`config.mk`:
```
export PLATFORM = sky130hd
export DESIGN_NAME = move_input_ctrl
export DESIGN_NICKNAME = d
export VERILOG_FILES = /design/src/rtl/move_input_ctrl.sv
export SDC_FILE = /design/constraint.sdc
export NUM_CORES = 1
export LEC_CHECK = 0
export CAP_MARGIN = 20
export CORE_ASPECT_RATIO = 0.7
export CORE_MARGIN = 8
export CORE_UTILIZATION = 57
export CTS_CLUSTER_SIZE = 24
export DETAILED_ROUTE_END_ITERATION = 16
export PLACE_DENSITY_LB_ADDON = 0.05
export SETUP_SLACK_MARGIN = 0.2
export SYNTH_ARGS = -nofsm -noshare
export SYNTH_HDL_FRONTEND = slang
export SYNTH_SLANG_ARGS = --single-unit
```
`constraint.sdc`:
```
create_clock -name clk -period 5.38 [get_ports clk]
set_input_delay 1.345 -clock clk [delete_from_list [all_inputs] [get_ports clk]]
set_output_delay 1.345 -clock clk [all_outputs]
set_load 0.005 [all_outputs]
```
`src/rtl/move_input_ctrl.sv`:
```
// Move-button front end: synchronizes/debounces BtnU, validates the one-hot Row/Col
// switch banks and hands exactly one encoded move per press downstream over valid/ready.
module move_input_ctrl #(
  parameter int DEBOUNCE_CYCLES = 1000000,
  parameter int DB_CNT_W        = 20
) (
  input  logic       clk,
  input  logic       Reset_n,
  input  logic       BtnU,
  input  logic [7:0] Row,
  input  logic [7:0] Col,
  input  logic       move_ready,
  output logic       move_valid,
  output logic [2:0] move_row,
  output logic [2:0] move_col,
  output logic       err_pulse,
  output logic [1:0] err_code,
  output logic [7:0] move_count,
  output logic       busy
);

  typedef enum logic [1:0] {
    S_IDLE     = 2'd0,
    S_PEND     = 2'd1,
    S_WAIT_REL = 2'd2
  } state_t;

  localparam logic [DB_CNT_W-1:0] DB_LAST = DB_CNT_W'(DEBOUNCE_CYCLES - 1);
  localparam logic [DB_CNT_W-1:0] DB_ONE  = DB_CNT_W'(1);

  // {valid, index}: valid only when exactly one bit of the bank is set
  function automatic logic [3:0] onehot_enc(input logic [7:0] v);
    logic [3:0] ones;
    logic [2:0] idx;
    ones = 4'd0;
    idx  = 3'd0;
    for (int i = 0; i < 8; i++) begin
      if (v[i]) begin
        ones = ones + 4'd1;
        idx  = 3'(i);
      end else begin
        ones = ones;
      end
    end
    return {(ones == 4'd1), idx};
  endfunction

  logic                r_btn_s1, r_btn_s2;
  logic [7:0]          r_row_s1, r_row_s2;
  logic [7:0]          r_col_s1, r_col_s2;
  logic [DB_CNT_W-1:0] r_db_cnt;
  logic                r_btn_db, r_btn_db_q;
  state_t              r_state;
  logic                r_valid;
  logic [2:0]          r_row, r_col;
  logic                r_err_pulse;
  logic [1:0]          r_err_code;
  logic [7:0]          r_count;
  logic                r_busy;

  logic                w_press;
  logic [3:0]          w_row_enc, w_col_enc;

  // two-flop synchronizers for the button and both switch banks
  always_ff @(posedge clk or negedge Reset_n) begin
    if (!Reset_n) begin
      r_btn_s1 <= 1'b0;
      r_btn_s2 <= 1'b0;
      r_row_s1 <= 8'd0;
      r_row_s2 <= 8'd0;
      r_col_s1 <= 8'd0;
      r_col_s2 <= 8'd0;
    end else begin
      r_btn_s1 <= BtnU;
      r_btn_s2 <= r_btn_s1;
      r_row_s1 <= Row;
      r_row_s2 <= r_row_s1;
      r_col_s1 <= Col;
      r_col_s2 <= r_col_s1;
    end
  end

  // debounce: accept a new level only after it has differed for DEBOUNCE_CYCLES cycles
  always_ff @(posedge clk or negedge Reset_n) begin
    if (!Reset_n) begin
      r_db_cnt   <= '0;
      r_btn_db   <= 1'b0;
      r_btn_db_q <= 1'b0;
    end else begin
      r_btn_db_q <= r_btn_db;
      if (r_btn_s2 == r_btn_db) begin
        r_db_cnt <= '0;
      end else if (r_db_cnt == DB_LAST) begin
        r_db_cnt <= '0;
        r_btn_db <= r_btn_s2;
      end else begin
        r_db_cnt <= r_db_cnt + DB_ONE;
      end
    end
  end

  // press edge and bank validation on the synchronized switches
  always_comb begin
    w_press   = r_btn_db & ~r_btn_db_q;
    w_row_enc = onehot_enc(r_row_s2);
    w_col_enc = onehot_enc(r_col_s2);
  end

  // move FSM with all outputs registered
  always_ff @(posedge clk or negedge Reset_n) begin
    if (!Reset_n) begin
      r_state     <= S_IDLE;
      r_valid     <= 1'b0;
      r_row       <= 3'd0;
      r_col       <= 3'd0;
      r_err_pulse <= 1'b0;
      r_err_code  <= 2'd0;
      r_count     <= 8'd0;
      r_busy      <= 1'b0;
    end else begin
      r_err_pulse <= 1'b0;
      case (r_state)
        S_IDLE: begin
          if (w_press && w_row_enc[3] && w_col_enc[3]) begin
            r_row   <= w_row_enc[2:0];
            r_col   <= w_col_enc[2:0];
            r_valid <= 1'b1;
            r_busy  <= 1'b1;
            r_state <= S_PEND;
          end else if (w_press) begin
            r_err_pulse <= 1'b1;
            r_err_code  <= {~w_col_enc[3], ~w_row_enc[3]};
            r_busy      <= 1'b1;
            r_state     <= S_WAIT_REL;
          end else begin
            r_state <= S_IDLE;
          end
        end
        S_PEND: begin
          if (r_valid && move_ready) begin
            r_valid <= 1'b0;
            r_count <= (r_count == 8'd255) ? 8'd255 : r_count + 8'd1;
            r_state <= S_WAIT_REL;
          end else begin
            r_state <= S_PEND;
          end
        end
        S_WAIT_REL: begin
          // one move per press: the debounced button must drop before re-arming
          if (!r_btn_db) begin
            r_busy  <= 1'b0;
            r_state <= S_IDLE;
          end else begin
            r_state <= S_WAIT_REL;
          end
        end
        default: begin
          r_valid <= 1'b0;
          r_busy  <= 1'b0;
          r_state <= S_IDLE;
        end
      endcase
    end
  end

  assign move_valid = r_valid;
  assign move_row   = r_row;
  assign move_col   = r_col;
  assign err_pulse  = r_err_pulse;
  assign err_code   = r_err_code;
  assign move_count = r_count;
  assign busy       = r_busy;

endmodule

```
* Word level (Yosys, flattened, before mapping)
Cells that the tools add are included.
** Word-level totals
- Register bits :: 77
- Bits of input ports :: 20
- Word-level logic and storage cells :: 110
** Operators by class
- Add/subtract/negate cells :: 16
- Eq/ne operators :: 11
- Muxes and demuxes :: 48
- Bitwise logic cells :: 8
- Reduce and logical (&&, ||, !) cells :: 10
** Operators by type and width (number)
- $add 4x1->4 const B :: 14
- $mux 4 :: 14
- $mux 20 :: 2
- $mux 3 :: 12
- $add 20x1->20 const B :: 1
- $eq 20x20->1 const B :: 1
- $mux 1 :: 12
- $reduce_and 3->1 :: 3
- $add 8x1->8 const B :: 1
- $eq 4x1->1 const B :: 2
- $eq 8x8->1 const B :: 1
- $mux 2 :: 4
- $mux 8 :: 1
- $not 1->1 :: 7
- $ne 2x2->1 const B :: 3
- $pmux 1 s3 :: 2
- $pmux 2 s3 :: 1
- $reduce_and 2->1 :: 3
- $logic_and 1x1->1 :: 3
- $ne 3x3->1 const B :: 1
- $eq 2x1->1 const B :: 1
- $eq 2x2->1 const B :: 1
- $logic_not 2->1 :: 1
- $and 1x1->1 :: 1
- $eq 1x1->1 :: 1

* Longest topological paths before layout
Gate-level depths: netlist of the first run.
- Depth after elaboration :: 20
- Gate-level depth with buffers :: 21
- Mapped depth without buffers :: 21

* Worst setup path after synthesis of the first run
Ideal clock, no wire load.
- Path type :: register -> register
- From :: reg r_row_s2[0]
- To :: reg r_col[0], in the netlist move_col[0]
- Library setup time :: 0.125 ns
- Arrival :: 4.723 ns
- Data required time :: 5.255 ns
- Slack :: 0.532 ns
- Cell stages (with the launch flop) :: 21
- Buffers on the path :: 0
- Period minus slack after synthesis :: 4.848 ns
- Cell sequence :: dfrtp_1 inv_1 ha_1 xor2_1 ha_1 nand2_1 o31ai_1 ha_1 mux2_2 ha_1 a221o_1 ha_1 mux2_2 ha_1 nand2_1 xnor2_1 a311o_1 a21oi_1 o211ai_1 nor4_4 mux2_2
** Between the ends
- Cells in the longest elaborated chain, start to end :: 19
** RTL lines
- from (decl) :: line 49 : logic [7:0] r_row_s1, r_row_s2;
- from (signal assigned) :: line 77 : r_row_s2 <= r_row_s1;
- $mux 1 (*) :: line 38 : if (v[i]) begin
- $add 4x1->4 :: line 39 : ones = ones + 4'd1;
- $mux 4 (*) :: line 38
- $add 4x1->4 :: line 39
- $mux 4 (*) :: line 38
- $add 4x1->4 :: line 39
- $mux 4 (*) :: line 38
- $add 4x1->4 :: line 39
- [2 not listed]
- $mux 4 (*) :: line 38
- $add 4x1->4 :: line 39
- $mux 4 (*) :: line 38
- $add 4x1->4 :: line 39
- $mux 4 (*) :: line 38
- $eq 4x1->1 (*) :: line 45 : return {(ones == 4'd1), idx};
- $logic_and 1x1->1 (*) (2 in a row) :: line 124 : if (w_press && w_row_enc[3] && w_col_enc[3]) begin
- $reduce_and 2->1 (no line) (*)
- to (signal assigned) :: line 126 : r_col <= w_col_enc[2:0];
- to (decl) :: line 55 : logic [2:0] r_row, r_col;
Mark *: on every way between the ends. The rest lies on a longest branch, timed or not.
A chain may end at the register's enable or synchronous reset.

* Worst setup path in the final report of the first run
- From :: reg r_row_s2[1]
- To :: reg r_row[1], in the netlist move_row[1]
** Between the ends
- Cells in the longest elaborated chain, start to end :: 17
** RTL lines
- $mux 4 (*) :: line 38
- $add 4x1->4 :: line 39
- $mux 4 (*) :: line 38
- $add 4x1->4 :: line 39
- $mux 4 (*) :: line 38
- $add 4x1->4 :: line 39
- $mux 4 (*) :: line 38
- $add 4x1->4 :: line 39
- $mux 4 (*) :: line 38
- $add 4x1->4 :: line 39
- $mux 4 (*) :: line 38
- $add 4x1->4 :: line 39
- $mux 4 (*) :: line 38
- $eq 4x1->1 (*) :: line 45
- $logic_and 1x1->1 (*) (2 in a row) :: line 124
- $reduce_and 2->1 (no line) (*)
- to (signal assigned) :: line 125 : r_row <= w_row_enc[2:0];
- to (decl) :: line 55
Marked as above.

==> results.md, run 1 <==
* Cell Int Power at 951.3 uW
* Die X at 113.7 um
* Share of the synthesized area in the top cell type at 50.62%
* Vias at 2,616
* Synth-to-Final Area Change at 19.30%
* Post-synth EDFFs at 0
* Post-DP HPWL at 4974 um
* DRT Pass-1 Iters at 4
* LEAKAGE at 0.002060 uW
* DRT iter0 DRCs at 158
* Setup TNS at 0 ns
* Layout cell share with drive strength beyond 1 at 12.19%
* Fin cells at 496
* Fillers at 493
* Sw power at 360.6 uW
* Critical Path RT at 5.60 ns
* Status: finished, final reports clean
* Flop pwr share at 46.3%
* Ports at 39
* Clk Latency, worst-skew pair at 0.35 ns
* Final setup fails at 0
* Clock network power share at 32.3%
* Crit path max fanout at 7
* Clock Tree Root: clkbuf_8
* Syn Nets at 391
* RSZ-0062 raised after global routing: no
* WS Path Type: reg -> reg
* CP Capture Type: flip-flop
* H-Tree Depth at 3
* Starting Density at 57.67%
* Async S/R FF share, synth at 100.0%
* Post-synth top area cell: dfrtp_1
* IO buf count at 38
* Top cell by count, worst path: ha_1
* CTS Sinks at 77
* Largest net degree at the start of global routing at 78
* ANT nets after route at 0
* Post-Route Skew at 0.01008 ns
* Grt ovf at 0
* Fmax at 202.3 MHz
* Main synth FF type: dfrtp_1
* Final worst setup slack at 0.4357 ns
* Clk pin slew, worst setup/hold paths at 0.08 ns
* First-pass GRT wire length at 12,660 um
* Final min period at 4.944 ns
* Final wirelength at 7126 um
* Register area share after synthesis at 50.62%
* Pwr per Cell Area at 288.9 mW/mm2
* Post-Place Setup Slack at 0.1387 ns
* CP startpoint kind: flip-flop
* Hold Path Class: reg -> reg
* Layout net count at 435
* Die Height at 84.37 um
* Mapped Area at 0.003806 mm2
* Via density at 5.274
* Cell Count Post-Placement at 477
* Core Box Area at 0.006600 mm2
* Max-slew violation count at 0
* Initial antenna violation count at 0
* Remaining DRCs at 0
* Gate power share at 21.4%
* WL/cell at 14.37 um
* Post-synthesis cell type count at 51
* Final Hold Viols at 0
* Diodes inserted at 0
* Critical path buffer and inverter count at 1
* Core Rows at 25
* Sw Ratio at 27.49%
* Synthesis Warnings at 0
* Peak supply drop at 220.8 uV
* Relative slew slack at 37.45%
* Routability cong. at 0.8032
* Max Cap Viol at 0
* Vias in the first global route at 2,666
* Yosys reg bits at 77
* Syn Inst Count at 355
* Top cells by area, synth: dfrtp_1, ha_1, nor2_1, xor2_1, nand2_1
* Maximum clock insertion buffer count at 2
* CTS buffer count at 9
* Global Route Usage Sum at 16.47%
* CTS tree: yes
* Period Utilization, post-route at 91.90%
* Cell chain of the critical path: ha_1, nor2_1, nor2_2, ha_4, nand2_2, o31ai_2, ha_1, mux2_2, ha_1, a221o_1, ha_1, mux2_2, ha_1, nand2_2, xnor2_2, a311o_1, a21oi_1, o211ai_1, nor4_4, buf_6, mux2_2
* Worst slew pin tran at 0.9383 ns
* Worst path slowest cell: dfrtp_1
* Synthesized area per cell at 10.72 um2
* Worst EP arrival at 5.17 ns
* Crit-path leading delay family: adder cells
* Die area at 0.009590 mm2
* CP max stage delay at 0.40 ns
-- final timing paths --
check                      slack [ns]          end  cells past startpoint         from
hold reg to reg                  0.34  r_col_s2[3]                      0  r_col_s1[3]
min in group asynchronous        1.13  r_col_s1[2]                      1      Reset_n
hold / removal                   0.34  r_col_s2[3]                      0  r_col_s1[3]
setup reg to reg                 0.44  move_row[1]                     21  r_row_s2[1]
setup / recovery                 0.44  move_row[1]                     21  r_row_s2[1]
max in group asynchronous        3.62  r_row_s1[7]                      1      Reset_n
-- cell families after synthesis --
family	synth area share [%]
AO/OA/AOI/OAI	9.172
XOR/XNOR	10.98
adder cells (fa/ha/maj)	5.260
buffers and inverters	2.893
flip-flops	50.62
multiplexers	3.517
AND/OR/NAND/NOR	17.55
-- per-stage QoR --
step / hold WS (ns) / cell area [um2] / util (%) / power [uW]
2_1_floorplan: 0.3312 / 3806 / - / 809.2
3_3_place_gp: 0.3314 / 4248 / 64.36 / 855.4
3_5_place_dp: 0.3347 / 4248 / 64.36 / 867.7
4_1_cts: 0.3464 / 4463 / 67.62 / 1301
5_1_grt: 0.3607 / 4541 / 68.80 / 1390
6_report: 0.3446 / 4541 / 68.80 / 1312
-- synth_stat cells (all sizes together) (2+ instances only) --
cell type and number:
nor3 2, clkbuf 4, a221o 2, nor3b 2
xnor2 17, or3 3, o311ai 2, o21a 2
inv 15, nand2 34, dfrtp 77, nand3b 2
a31oi 2, mux2 11, o21bai 2, xnor3 2
nor4 3, nor4b 3, nor2 46, a21oi 16
and3 15, o31ai 4, o21ai 13, nand4 4
buf 6, nand3 13, ha 16, and2 4
xor2 18
-- power groups by stage --
stage | clock network [uW] | registers [uW] | logic (uW)
3_3_place_gp | 0 | 617 | 238
2_1_floorplan | 0 | 610 | 199
6_report | 424 | 607 | 280
4_1_cts | 439 | 607 | 255
5_1_grt | 463 | 610 | 316
3_5_place_dp | 0 | 618 | 249
-- what timing repair did --
action,CTS,global route
resized for setup,2,9
endpoints found under the setup margin,6,7
buffers inserted,1,4
pin swaps,3,4
hold buffers,0,0
-- sequential cells by signal, indices dropped and copies added (netlist names), 2 cells and up --
signal / cells
err_code: 2
move_col: 3
move_count: 8
move_row: 3
r_col_s1: 8
r_col_s2: 8
r_db_cnt: 20
r_row_s1: 8
r_row_s2: 8
r_state: 2
-- worst register-to-register path, delay by kind of cell, from the launching register on --
family	cells	cell delay (ns)
adder cells (fa/ha/maj)	6	1.58
XOR/XNOR	1	0.09
buffers and inverters	1	0.16
multiplexers	3	0.88
AND/OR/NAND/NOR	5	0.63
flip-flops	1	0.40
AO/OA/AOI/OAI	5	1.09
-- layer usage --
metal | GRT usage (%) | vias up | wire length [um]
li1 | - | 1316 | -
met1 | 22.05 | 1257 | 3488
met2 | 25.33 | 38 | 3311
met3 | 4.943 | 5 | 269
met4 | 4.458 | 0 | 58
met5 | 0 | - | 0
-- final cells by class --
type / count / area (um2) / share of cell area (%)
repair buffers: 43 / 419.2 / 9.231
inverters: 15 / 56.30 / 1.240
well taps: 94 / 117.6 / 2.590
flip-flops and latches: 77 / 1927 / 42.44
multi-input cells: 253 / 1833 / 40.37
clock buffers: 10 / 137.6 / 3.031
clock inverters: 4 / 50.05 / 1.102
-- cells in the final DEF (no fill, tap or decap), drive strengths merged, types with 15 or more instances in the layout --
| cell type | instances |
|---|---|
| clkdlybuf4s50 | 37 |
| a21oi | 16 |
| dfrtp | 77 |
| inv | 15 |
| nand2 | 34 |
| xor2 | 18 |
| xnor2 | 17 |
| ha | 16 |
| and3 | 15 |
| nor2 | 46 |
No activity file was read; power rests on OpenSTA's default activity.
==> run 2, diff against run 1 <==
--- a/config.mk
+++ b/config.mk
@@ -5,13 +5,13 @@
 export SDC_FILE = /design/constraint.sdc
 export NUM_CORES = 1
 export LEC_CHECK = 0
-export CAP_MARGIN = 20
 export CORE_ASPECT_RATIO = 0.7
 export CORE_MARGIN = 8
 export CORE_UTILIZATION = 57
 export CTS_CLUSTER_SIZE = 24
 export DETAILED_ROUTE_END_ITERATION = 16
 export PLACE_DENSITY_LB_ADDON = 0.05
+export REMOVE_ABC_BUFFERS = 1
 export SETUP_SLACK_MARGIN = 0.2
 export SYNTH_ARGS = -nofsm -noshare
 export SYNTH_HDL_FRONTEND = slang
==> run 2 against run 1 <==
Clock skew decreased by 0.0019 ns. Sequential power about the same. Maximum frequency decreased by 0.11%. Utilization decreased by 0.57 points. Hold slack improved by 0.0020 ns. Setup slack got worse by 0.0056 ns. Critical path depth unchanged. Wire length about the same. Sequential share of layout area increased by 0.35 points. Count of clock-buffer cells in the layout increased by 1. Highest routed layer unchanged.
==> results.md, run 2 (synthesis gave the netlist of run 1 again) <==
* Final core occ at 68.23%
* Clock network power share at 30.8%
* CTS Sinks at 77
* CP Capture Type: flip-flop
* Relative slew slack at 37.92%
* IO buf count at 38
* Core Box Area at 0.006600 mm2
* Clk pin slew, worst setup/hold paths at 0.08 ns
* Max FFs per register at 20
* Initial antenna violation count at 0
* Start of the worst register-to-register path: r_row_s2[1]
* Starting Density at 57.67%
* Remaining DRCs at 0
* Period Utilization, post-route at 92.01%
* Layout net count at 435
* Pwr per Cell Area at 282.1 mW/mm2
* Worst Setup SP: r_row_s2[1]
* Final min period at 4.950 ns
* Via density at 5.285
* Most flops, register: r_db_cnt
* Setup TNS at 0 ns
* Vias in the first global route at 2,583
* Core Rows at 25
* CTS buffer count at 9
* Global Route Usage Sum at 16.08%
* RSZ-0062 raised after global routing: no
* Final setup fails at 0
* Gate power share at 21.4%
* Grt ovf at 0
* Cell Int Power at 905.5 uW
* Crit path max fanout at 7
* Die Height at 84.37 um
* Fmax at 202.0 MHz
* Die area at 0.009590 mm2
* CTS tree: yes
* Clk Latency, worst-skew pair at 0.35 ns
* Sw power at 365.0 uW
* Status: finished, final reports clean
* Max-slew violation count at 0
* Hold Path Class: reg -> reg
* WL/cell at 14.32 um
* WS Path Type: reg -> reg
* Post-DP HPWL at 5090 um
* Hold path startpoint: r_row_s1[2]
* Most common cell after layout, fill and taps aside: dfrtp_1
* Vias at 2,632
* Top cell by count, worst path: ha_1
* Most frequent cells in the layout: dfrtp_1, nor2_1, clkdlybuf4s50_1
* Max Cap Viol at 0
* Sw Ratio at 28.73%
* DRT Pass-1 Iters at 4
* Routability cong. at 0.8185
* Final wirelength at 7130 um
* Die X at 113.7 um
* Flop pwr share at 47.8%
* CP startpoint kind: flip-flop
* Largest net degree at the start of global routing at 78
* Cell chain of the critical path: inv_1, ha_4, xor2_4, ha_1, nand2_1, o31ai_2, ha_1, mux2_2, ha_1, a221o_1, ha_1, mux2_2, ha_1, nand2_1, xnor2_1, a311o_1, a21oi_1, o211ai_1, nor4_4, buf_6, mux2_2
* Worst path slowest cell: dfrtp_1
* Hold buffer count at cts at 0
* Post-Route Skew at 0.008226 ns
* Ports at 39
* Final Hold Viols at 0
* Worst slew pin tran at 0.9312 ns
* Synth-to-Final Area Change at 18.31%
* Diodes inserted at 0
* Peak supply drop at 201.2 uV
* H-Tree Depth at 3
* LEAKAGE at 0.002045 uW
* Worst EP arrival at 5.18 ns
* Critical Path RT at 5.61 ns
* Maximum clock insertion buffer count at 2
* First-pass GRT wire length at 12,300 um
* DRT iter0 DRCs at 91
* ANT nets after route at 0
* Layout cell share with drive strength beyond 1 at 10.89%
* Hold slack at 0.3466 ns
* Clock Tree Root: clkbuf_8
* CP max stage delay at 0.39 ns
[run 2: through the flow]
step	instances	setup slack [ns]	power [uW]	cell area (um2)
6_report	498	0.4301	1271	4503
5_1_grt	498	0.1878	1342	4503
4_1_cts	495	0.2208	1270	4461
3_5_place_dp	477	0.1252	870.8	4248
3_3_place_gp	477	0.3426	854.8	4248
2_1_floorplan	345	0.5324	805.9	3752
[run 2: metal layers]
layer  vias to the layer above  GRT usage, %  wire length (um)
met3                         9         5.802               325
met2                        51         24.32              3220
met4                         0         4.458                68
met1                      1257         21.22              3516
li1                       1315             -                 -
met5                         -             0                 0
[run 2: path summary, 6_finish.rpt]
kind	end	slack, ns	depth (start not counted)
setup / recovery	move_row[2]	0.43	21
hold / removal	r_row_s2[2]	0.35	0
setup reg to reg	move_row[2]	0.43	21
hold reg to reg	r_row_s2[2]	0.35	0
max in group asynchronous	r_row_s1[5]	3.64	1
min in group asynchronous	r_col_s1[1]	1.12	1
[run 2: power by group through the flow]
stage                     sequential [uW]  clock (uW)  combinational, uW
after floorplan                       615           0                191
after detailed placement              618           0                253
final                                 607         391                272
after global routing                  609         428                304
after global placement                617           0                238
after CTS                             607         404                260
[run 2: timing repair]
action	4_1_cts	5_1_grt
hold endpoints to repair	0	0
buffers inserted	2	3
setup endpoints to repair	6	6
pin swaps	4	3
gates resized for setup	2	3
[run 2: final cells by class]
cell class,count,area [um2]
clock buffer,11,141.4
clock inverter,5,36.28
fill,488,2097
inverter,15,56.30
multi-input combinational,253,1805
sequential,77,1927
tap,94,117.6
timing repair buffer,43,419.2
[run 2: critical path: cells and delay by family (launching register included)]
kind | cells | cell delay [ns]
and+or+nand+nor | 3 | 0.36
xor gates and xnor gates | 2 | 0.29
buffers and inverters | 2 | 0.27
AOI/OAI and AO/OA | 5 | 1.06
DFF | 1 | 0.39
adders and majority gates | 6 | 1.57
muxes | 3 | 0.89
